### config.mk
export PLATFORM = sky130hd
export DESIGN_NAME = seq_alu
export DESIGN_NICKNAME = d
export VERILOG_FILES = /design/src/rtl/seq_alu.sv
export SDC_FILE = /design/constraint.sdc
export NUM_CORES = 1
export LEC_CHECK = 0
export CORE_MARGIN = 4
export CORE_UTILIZATION = 55
export DETAILED_ROUTE_END_ITERATION = 16
export MAX_ROUTING_LAYER = met4
export PLACE_DENSITY_LB_ADDON = 0.25
export RECOVER_POWER = 25
export SYNTH_ARGS = -nofsm -noshare
export SYNTH_HDL_FRONTEND = slang
export SYNTH_SLANG_ARGS = --single-unit
### constraint.sdc
create_clock -name clk -period 1.4 [get_ports clk]
set_input_delay 0.42 -clock clk [delete_from_list [all_inputs] [get_ports clk]]
set_output_delay 0.42 -clock clk [all_outputs]
set_load 0.02 [all_outputs]
### src/rtl/seq_alu.sv
// seq_alu: sequential ALU. Ordinary ops take one cycle, and each result is held until the consumer takes it.
// Defining SEQ_ALU_MUL_EN builds a WIDTH-cycle shift-add MUL (opcode 1011); otherwise 1011 is illegal.
module seq_alu #(
    parameter int WIDTH = 8
) (
    input  logic             clk,
    input  logic             rst_n,
    input  logic             in_valid,
    output logic             in_ready,
    input  logic [3:0]       op,
    input  logic [WIDTH-1:0] acc_in,
    input  logic [WIDTH-1:0] reg_in,
    output logic             out_valid,
    input  logic             out_ready,
    output logic [WIDTH-1:0] result,
    output logic [WIDTH-1:0] result_hi,
    output logic             z,
    output logic             c,
    output logic             n,
    output logic             v,
    output logic             err
);
    localparam logic [3:0] OP_ADD = 4'b0010, OP_SUB = 4'b0011, OP_SHL = 4'b0100,
                           OP_SHR = 4'b0101, OP_AND = 4'b0110, OP_OR  = 4'b0111,
                           OP_XOR = 4'b1000, OP_CMP = 4'b1010;

    typedef struct packed {
        logic [WIDTH-1:0] lo;
        logic             z, c, n, v, err;
    } res_t;

`ifdef SEQ_ALU_MUL_EN
    localparam logic [3:0] OP_MUL = 4'b1011;
    localparam int CW = $clog2(WIDTH);
    typedef enum logic [1:0] {IDLE, BUSY, HOLD} state_t;
`else
    typedef enum logic [1:0] {IDLE, HOLD} state_t;
`endif

    state_t           state, state_nxt;
    res_t             alu, res_q;
    logic             accept, is_mul;
    logic [WIDTH-1:0] lo;
    logic             cf, vf, ef;
    logic [WIDTH:0]   add_x, sub_x, shl_x, shr_x;

    assign accept    = in_valid && (state == IDLE);
    assign in_ready  = (state == IDLE);
    assign out_valid = (state == HOLD);
    assign result    = res_q.lo;
    assign z         = res_q.z;
    assign c         = res_q.c;
    assign n         = res_q.n;
    assign v         = res_q.v;
    assign err       = res_q.err;

    // One extra bit on each side catches the carry/borrow or the last bit shifted out.
    assign add_x = {1'b0, acc_in} + {1'b0, reg_in};
    assign sub_x = {1'b0, acc_in} - {1'b0, reg_in};
    assign shl_x = {1'b0, acc_in} << reg_in;
    assign shr_x = {acc_in, 1'b0} >> reg_in;

    always_comb begin
        lo = '0;
        cf = 1'b0;
        vf = 1'b0;
        ef = 1'b0;
        case (op)
            OP_ADD: begin
                lo = add_x[WIDTH-1:0];
                cf = add_x[WIDTH];
                vf = (acc_in[WIDTH-1] == reg_in[WIDTH-1]) && (add_x[WIDTH-1] != acc_in[WIDTH-1]);
            end
            OP_SUB: begin
                lo = sub_x[WIDTH-1:0];
                cf = sub_x[WIDTH];
                vf = (acc_in[WIDTH-1] != reg_in[WIDTH-1]) && (sub_x[WIDTH-1] != acc_in[WIDTH-1]);
            end
            OP_SHL: begin
                lo = shl_x[WIDTH-1:0];
                cf = shl_x[WIDTH];
            end
            OP_SHR: begin
                lo = shr_x[WIDTH:1];
                cf = shr_x[0];
            end
            OP_AND: lo = acc_in & reg_in;
            OP_OR:  lo = acc_in | reg_in;
            OP_XOR: lo = acc_in ^ reg_in;
            OP_CMP: lo = '0;
`ifdef SEQ_ALU_MUL_EN
            OP_MUL: lo = '0;
`endif
            default: ef = 1'b1;
        endcase
        alu.lo  = lo;
        alu.c   = cf;
        alu.v   = vf;
        alu.err = ef;
        alu.z   = (op == OP_CMP) ? (acc_in == reg_in) : (lo == '0);
        alu.n   = (op == OP_CMP) ? (acc_in < reg_in)  : lo[WIDTH-1];
    end

`ifdef SEQ_ALU_MUL_EN
    logic [WIDTH-1:0]   mcand, hi_q;
    logic [2*WIDTH-1:0] prod, prod_nxt;
    logic [WIDTH:0]     psum;
    logic [CW-1:0]      cnt;
    logic               mul_last;

    // prod holds {partial sum, remaining multiplier bits}; one multiplier bit retires per cycle.
    assign is_mul    = (op == OP_MUL);
    assign psum      = {1'b0, prod[2*WIDTH-1:WIDTH]} + (prod[0] ? {1'b0, mcand} : '0);
    assign prod_nxt  = {psum, prod[WIDTH-1:1]};
    assign mul_last  = (cnt == CW'(WIDTH-1));
    assign result_hi = hi_q;
`else
    assign is_mul    = 1'b0;
    assign result_hi = '0;
`endif

    always_ff @(posedge clk or negedge rst_n) begin
        if (!rst_n) state <= IDLE;
        else        state <= state_nxt;
    end

    always_comb begin
        state_nxt = state;
        case (state)
`ifdef SEQ_ALU_MUL_EN
            IDLE: if (in_valid) state_nxt = is_mul ? BUSY : HOLD;
            BUSY: if (mul_last) state_nxt = HOLD;
`else
            IDLE: if (in_valid) state_nxt = HOLD;
`endif
            HOLD: if (out_ready) state_nxt = IDLE;
            default: state_nxt = IDLE;
        endcase
    end

    always_ff @(posedge clk or negedge rst_n) begin
        if (!rst_n) begin
            res_q <= '0;
`ifdef SEQ_ALU_MUL_EN
            hi_q  <= '0;
            mcand <= '0;
            prod  <= '0;
            cnt   <= '0;
`endif
        end else begin
            if (accept && !is_mul) begin
                res_q <= alu;
`ifdef SEQ_ALU_MUL_EN
                hi_q  <= '0;
`endif
            end
`ifdef SEQ_ALU_MUL_EN
            if (accept && is_mul) begin
                mcand <= acc_in;
                prod  <= {{WIDTH{1'b0}}, reg_in};
                cnt   <= '0;
            end else if (state == BUSY) begin
                prod <= prod_nxt;
                cnt  <= cnt + 1'b1;
                if (mul_last) begin
                    res_q <= '{lo: prod_nxt[WIDTH-1:0], z: (prod_nxt[WIDTH-1:0] == '0),
                               c: (prod_nxt[2*WIDTH-1:WIDTH] != '0), n: prod_nxt[WIDTH-1],
                               v: 1'b0, err: 1'b0};
                    hi_q  <= prod_nxt[2*WIDTH-1:WIDTH];
                end
            end
`endif
        end
    end
endmodule

==> impl_metrics.yaml, run 1 <==
status:
  status: "finished, violations left"
  violations: "setup timing"
cells_and_area:
  layout-drive-gt1-share: 0.491
  regArea_um2: 350
  layout_common_cells: "buf_4, nor2_1, nand2_1"
  nNetsFinal: 539
  area_growth_pct: 66.9
  finalInstanceArea_um2: 4480
  n_antenna_cell: 0
  final_common_cell: "buf_4"
  multi_input_area_um2: 2560
  fillers: 137
clocking:
  insertion_delay_ns: 0.25
  cts.path.max_buffers: 2
  cts-root-buf: "clkbuf_8"
  cts_sinks: 14
  clkTransAtPathRegs_ns: 0.06
  cts_buffers: 3
  htreeDepth: 1
  cts_tree: "done"
route:
  via_count: 4239
  postRouteWirelength_um: 16200
  drtAntennaViolNets: 0
  route.detailed.drc: 0
  post_drt_via_cell_ratio: 7.68
  drtIter0Drc: 789
  avgRoutedWirePerCell_um: 29.4
  dr.pass1.iters: 14
timing:
  fin_skew_ns: 0.00541
  hold_viol_final: 0
  period_share: 1.73
  worst_pin_slew_ns: 0.809
  drv_slew: 0
  fin_setup_tns_ns: -10.04
  rsz0062_at_grt: "true"
  setup_viol: 15
  worst_slack_ns: -1.02
  maxSlewHeadroom: 0.461
  period_needed_ns: 2.42
  fmax_mhz: 413
  whs_ns: 0.502
logic_synthesis:
  yosysWarnings: 0
  synth_edf_count: 0
  yosys.area.top_type: "dfrtp_1"
  yosysTopAreaCellShare: 0.130
  synth-seq-cells: 14
  syn_area_um2: 2690
  yosysUniqueCellTypes: 76
  avgSynthCellArea_um2: 7.72
  postSynthCellCount: 348
  synthArstFlopShare: 1.00
  synthTopCellsByArea: "dfrtp_1, ha_1, mux2i_1, nand2_1, nor2_1"
  ys.flop_type: "dfrtp_1"
  seq_area_frac_synth: 0.130
setup_path:
  arrival_ns: 2.60
  cp-start-kind: "input port"
  endpoint_kind: "register"
  path_max_fanout: 3
  crit_type: "input port to register"
  r2r_slack_ns: -0.45
  cp.required_ns: 1.58
power_and_ir_drop:
  ir_drop_uv: 592
  p_per_area_nw_per_um2: 618
  power.leakage_nw: 2.00
  power.total_mw: 2.77
global_route:
  grt_usage: 0.476
  grt_pass1_wl_um: 22100
  overflow: 0
  grt_max_degree: 27
  grt_pass1_vias: 3942
  antenna_found_initial: 0
hold_path:
  hp-class: "register to register"
placement:
  place_area_um2: 3820
  gp_congestion: 0.999
  dp_hpwl_um: 7540
  post-place-ws_ns: -1.71
  portBuffers: 38
floorplanning:
  initial_core_util: 0.569
  die_w_um: 77.9
  die-area_um2: 6070
  coreArea_um2: 4720
  die_h_um: 77.9
  ioPinCount: 47
  rows: 25
flow_run:
  max_cap_viol_count: 0
## per-layer routing
metal / vias to the layer above / global-route usage / wire length [um]
met4: 0 / 0.285 / 1880
met1: 1869 / 0.548 / 4990
li1: 1531 / - / -
met5: - / - / 0
met2: 589 / 0.741 / 6750
met3: 250 / 0.126 / 2580
## flip-flops by register name (all words and copies together) (netlist names)
signal	count
c	1
result	8
n	1
v	1
z	1
state	1
err	1
## power breakdown
part	internal, mW	leakage, nW	switching [mW]
logic	0.800	1.79	1.04
clock network	0.249	0.0288	0.154
registers	0.476	0.181	0.0534
## critical path, stage by stage
cell and delay, ns:
buf_8 0.11, ha_4 0.16, fa_2 0.40, mux2_4 0.27, a222oi_1 0.32, o221a_2 0.27, o21ai_2 0.08, nor4_2 0.26
nand4_1 0.16, o21ai_2 0.15
## kinds of logic after synthesis
family                     after synthesis  share of synthesized area
and+or+nand+nor                        133                      0.279
adders and majority gates               29                      0.141
DFF                                     14                      0.130
xor gates and xnor gates                 3                    0.00978
other                                    1                    0.00140
buffers and inverters                   56                      0.101
AOI/OAI and AO/OA                       90                      0.238
muxes                                   22                      0.100
## stage by stage
stage,utilization,instances
2_1_floorplan,-,355
3_3_place_gp,0.809,529
3_5_place_dp,0.809,529
4_1_cts,0.936,548
5_1_grt,0.949,552
6_report,0.949,552
## synth_stat cells (3+ instances only)
| cell | instances |
|---|---|
| a211oi_1 | 3 |
| a21o_1 | 4 |
| a21oi_1 | 18 |
| a22oi_1 | 6 |
| a31oi_1 | 4 |
| and2_1 | 3 |
| buf_2 | 9 |
| buf_4 | 11 |
| clkbuf_1 | 8 |
| dfrtp_1 | 14 |
| ha_1 | 27 |
| inv_1 | 24 |
| mux2_2 | 5 |
| mux2i_1 | 13 |
| mux4_2 | 3 |
| nand2_1 | 30 |
| nand2b_1 | 9 |
| nand3_1 | 9 |
| nand3b_1 | 4 |
| nand4_1 | 4 |
| nand4b_1 | 3 |
| nor2_1 | 29 |
| nor2b_1 | 3 |
| nor3_1 | 9 |
| nor3b_1 | 3 |
| nor4_1 | 7 |
| o211ai_1 | 4 |
| o21a_1 | 4 |
| o21ai_0 | 17 |
| o221a_2 | 3 |
| o22ai_1 | 3 |
| or3_1 | 5 |
## final timing paths
| path | startpoint | to | cells past startpoint |
|---|---|---|---|
| max | acc_in[0] | z | 10 |
| min | v | v | 2 |
| max reg2reg | state[0] | c | 7 |
| min reg2reg | v | v | 2 |
| max in group asynchronous | rst_n | result[7] | 2 |
| min in group asynchronous | rst_n | err | 2 |
## cell type report
cell class / instances / share of cell area
Clock buffer: 4 / 0.0123
Inverter: 26 / 0.0254
Multi-Input combinational cell: 285 / 0.572
Sequential cell: 14 / 0.0781
Tap cell: 67 / 0.0187
Timing Repair Buffer: 156 / 0.294
## what timing repair did
item	4_1_cts	5_1_grt
hold buffers	0	0
hold endpoints to repair	0	0
buffers inserted	16	4
setup endpoints to repair	28	19
pin swaps	45	16
gates resized for setup	188	25
Power figures use the tool's default switching activity.
==> run 2: changes to the inputs <==
Clock period 1.4 ns to 2.6 ns, I/O delays scaled along.
==> run 2 against run 1 <==
  * The flow still finishes with violations (setup timing)
  * Via count decreased by 20%
  * First-iteration DRC count decreased by 43%
  * Largest cell class unchanged
  * Setup slack improved by 0.88 ns
  * Clock skew decreased by 0.0050 ns
  * Die area unchanged
  * Final cell count decreased by 1.6%
  * Combinational power decreased by 54%
  * Worst hold slack got worse by 0.024 ns
==> impl_metrics.yaml, run 2 (synthesized netlist as in run 1, its figures left out) <==
timing:
  maxSlewHeadroom: 0.543
  fmax_mhz: 364
  period_needed_ns: 2.74
  rsz0062_at_grt: "true"
  worst_slack_ns: -0.144
  worst_pin_slew_ns: 0.683
  hold_viol_final: 0
  drv_slew: 0
  fin_skew_ns: 0.000422
  period_share: 1.06
  setup_viol: 2
  fin_setup_tns_ns: -0.200
  whs_ns: 0.478
clocking:
  htreeDepth: 1
  cts_buffers: 3
  insertion_delay_ns: 0.24
  cts_tree: "done"
  cts-root-buf: "clkbuf_8"
  cts_sinks: 14
  cts.path.max_buffers: 2
  clkTransAtPathRegs_ns: 0.06
cells_and_area:
  utilization: 0.886
  layout-drive-gt1-share: 0.403
  finalInstanceArea_um2: 4190
  nNetsFinal: 530
  area_growth_pct: 55.8
  final_common_cell: "buf_4"
  fin_cells: 543
  largest_reg_flops: 8
  layout_common_cells: "buf_4, nand2_1, nor2_1"
  n_antenna_cell: 0
power_and_ir_drop:
  ir_drop_uv: 258
  power.leakage_nw: 1.87
  power.total_mw: 1.34
  netSwitchingPower_mw: 0.541
  combPwrFrac: 0.632
  clockPowerShare: 0.161
  p_seq_frac: 0.207
  swShare: 0.403
  power.internal_mw: 0.802
  p_per_area_nw_per_um2: 321
setup_path:
  cp-start-kind: "input port"
  crit_type: "input port to register"
  r2r-start: "state[0]"
  endpoint_kind: "register"
  r2r_slack_ns: 1.05
  cp.required_ns: 2.78
  r2r_cells: 7
  path_max_fanout: 2
  arrival_ns: 2.92
  worst_r2r_endpoint: "c"
floorplanning:
  die_h_um: 77.9
  coreArea_um2: 4720
  ioPinCount: 47
  die_w_um: 77.9
  rows: 25
  die-area_um2: 6070
  initial_core_util: 0.569
route:
  drtAntennaViolNets: 0
  via_count: 3409
  route.detailed.drc: 0
  drtIter0Drc: 450
  dr.pass1.iters: 7
  post_drt_via_cell_ratio: 6.28
  postRouteWirelength_um: 10900
  avgRoutedWirePerCell_um: 20.0
global_route:
  grt_max_degree: 21
  grt_usage: 0.341
  antenna_found_initial: 0
  overflow: 0
  grt_pass1_wl_um: 16200
  grt_pass1_vias: 3339
hold_path:
  worstHoldEndpoint: "result[4]"
  hold_start: "result[4]"
  min_path_cells: 2
  hp-class: "register to register"
flow_run:
  max_cap_viol_count: 0
status:
  violations: "setup timing"
  status: "finished, violations left"
placement:
  dp_hpwl_um: 7650
  portBuffers: 38
  post-place-ws_ns: -0.873
  dp_cells: 528
  gp_congestion: 0.981
  place_area_um2: 3780
## run 2: cell count changes in the layout (fill, tap and decap cells not counted), moves of 5 or more
cell             before  now
clkdlybuf4s50_1       3   18
buf_6                20    9
a21oi_2               6    0
a21oi_1              12   17
clkdlybuf4s15_1       5    0
o21ai_0               8   13
## run 2: layout make-up
type / instances / area (um^2)
inverter: 26 / 108
sequential: 14 / 350
multi-input combinational: 285 / 2380
clock buffer: 4 / 55.1
tap: 67 / 83.8
timing repair buffer: 147 / 1210
fill: 252 / 538
## run 2: worst max-delay path by stage
stage | start | to | slack, ns | depth (start not counted)
after floorplan | reg_in[1] | z | -0.22 | 12
after global placement | acc_in[0] | z | -0.83 | 10
after detailed placement | acc_in[0] | z | -0.87 | 10
after CTS | acc_in[0] | z | -0.09 | 10
after global routing | acc_in[0] | z | -0.25 | 10
final | acc_in[0] | z | -0.14 | 10
## run 2: critical path, stage by stage
cell and delay [ns]:
buf_8 0.10, ha_4 0.16, fa_2 0.43, mux2_4 0.28
a222oi_1 0.37, o221a_2 0.27, o21ai_2 0.07, nor4_1 0.17
nand4_1 0.15, o21ai_2 0.14
## run 2: timing repair
action,CTS,global route
pin swaps,19,14
gates resized for setup,77,33
setup endpoints to repair,12,11
hold buffers,0,0
buffers inserted,11,1
hold endpoints to repair,0,0
## run 2: power by group through the flow
stage / combinational (mW) / clock, mW / sequential, mW
detailed placement: 0.732 / 0 / 0.281
global placement: 0.714 / 0 / 0.280
floorplan: 0.348 / 0 / 0.328
global route: 0.897 / 0.227 / 0.284
CTS: 0.791 / 0.216 / 0.278
finish: 0.849 / 0.216 / 0.278
## run 2: per-layer routing
metal  share of wire  vias up  GRT usage
li1                -     1510          -
met1            0.38     1589      0.407
met2            0.48      250      0.565
met3            0.10       60     0.0673
met4           0.043        0      0.132
met5               0        -          -
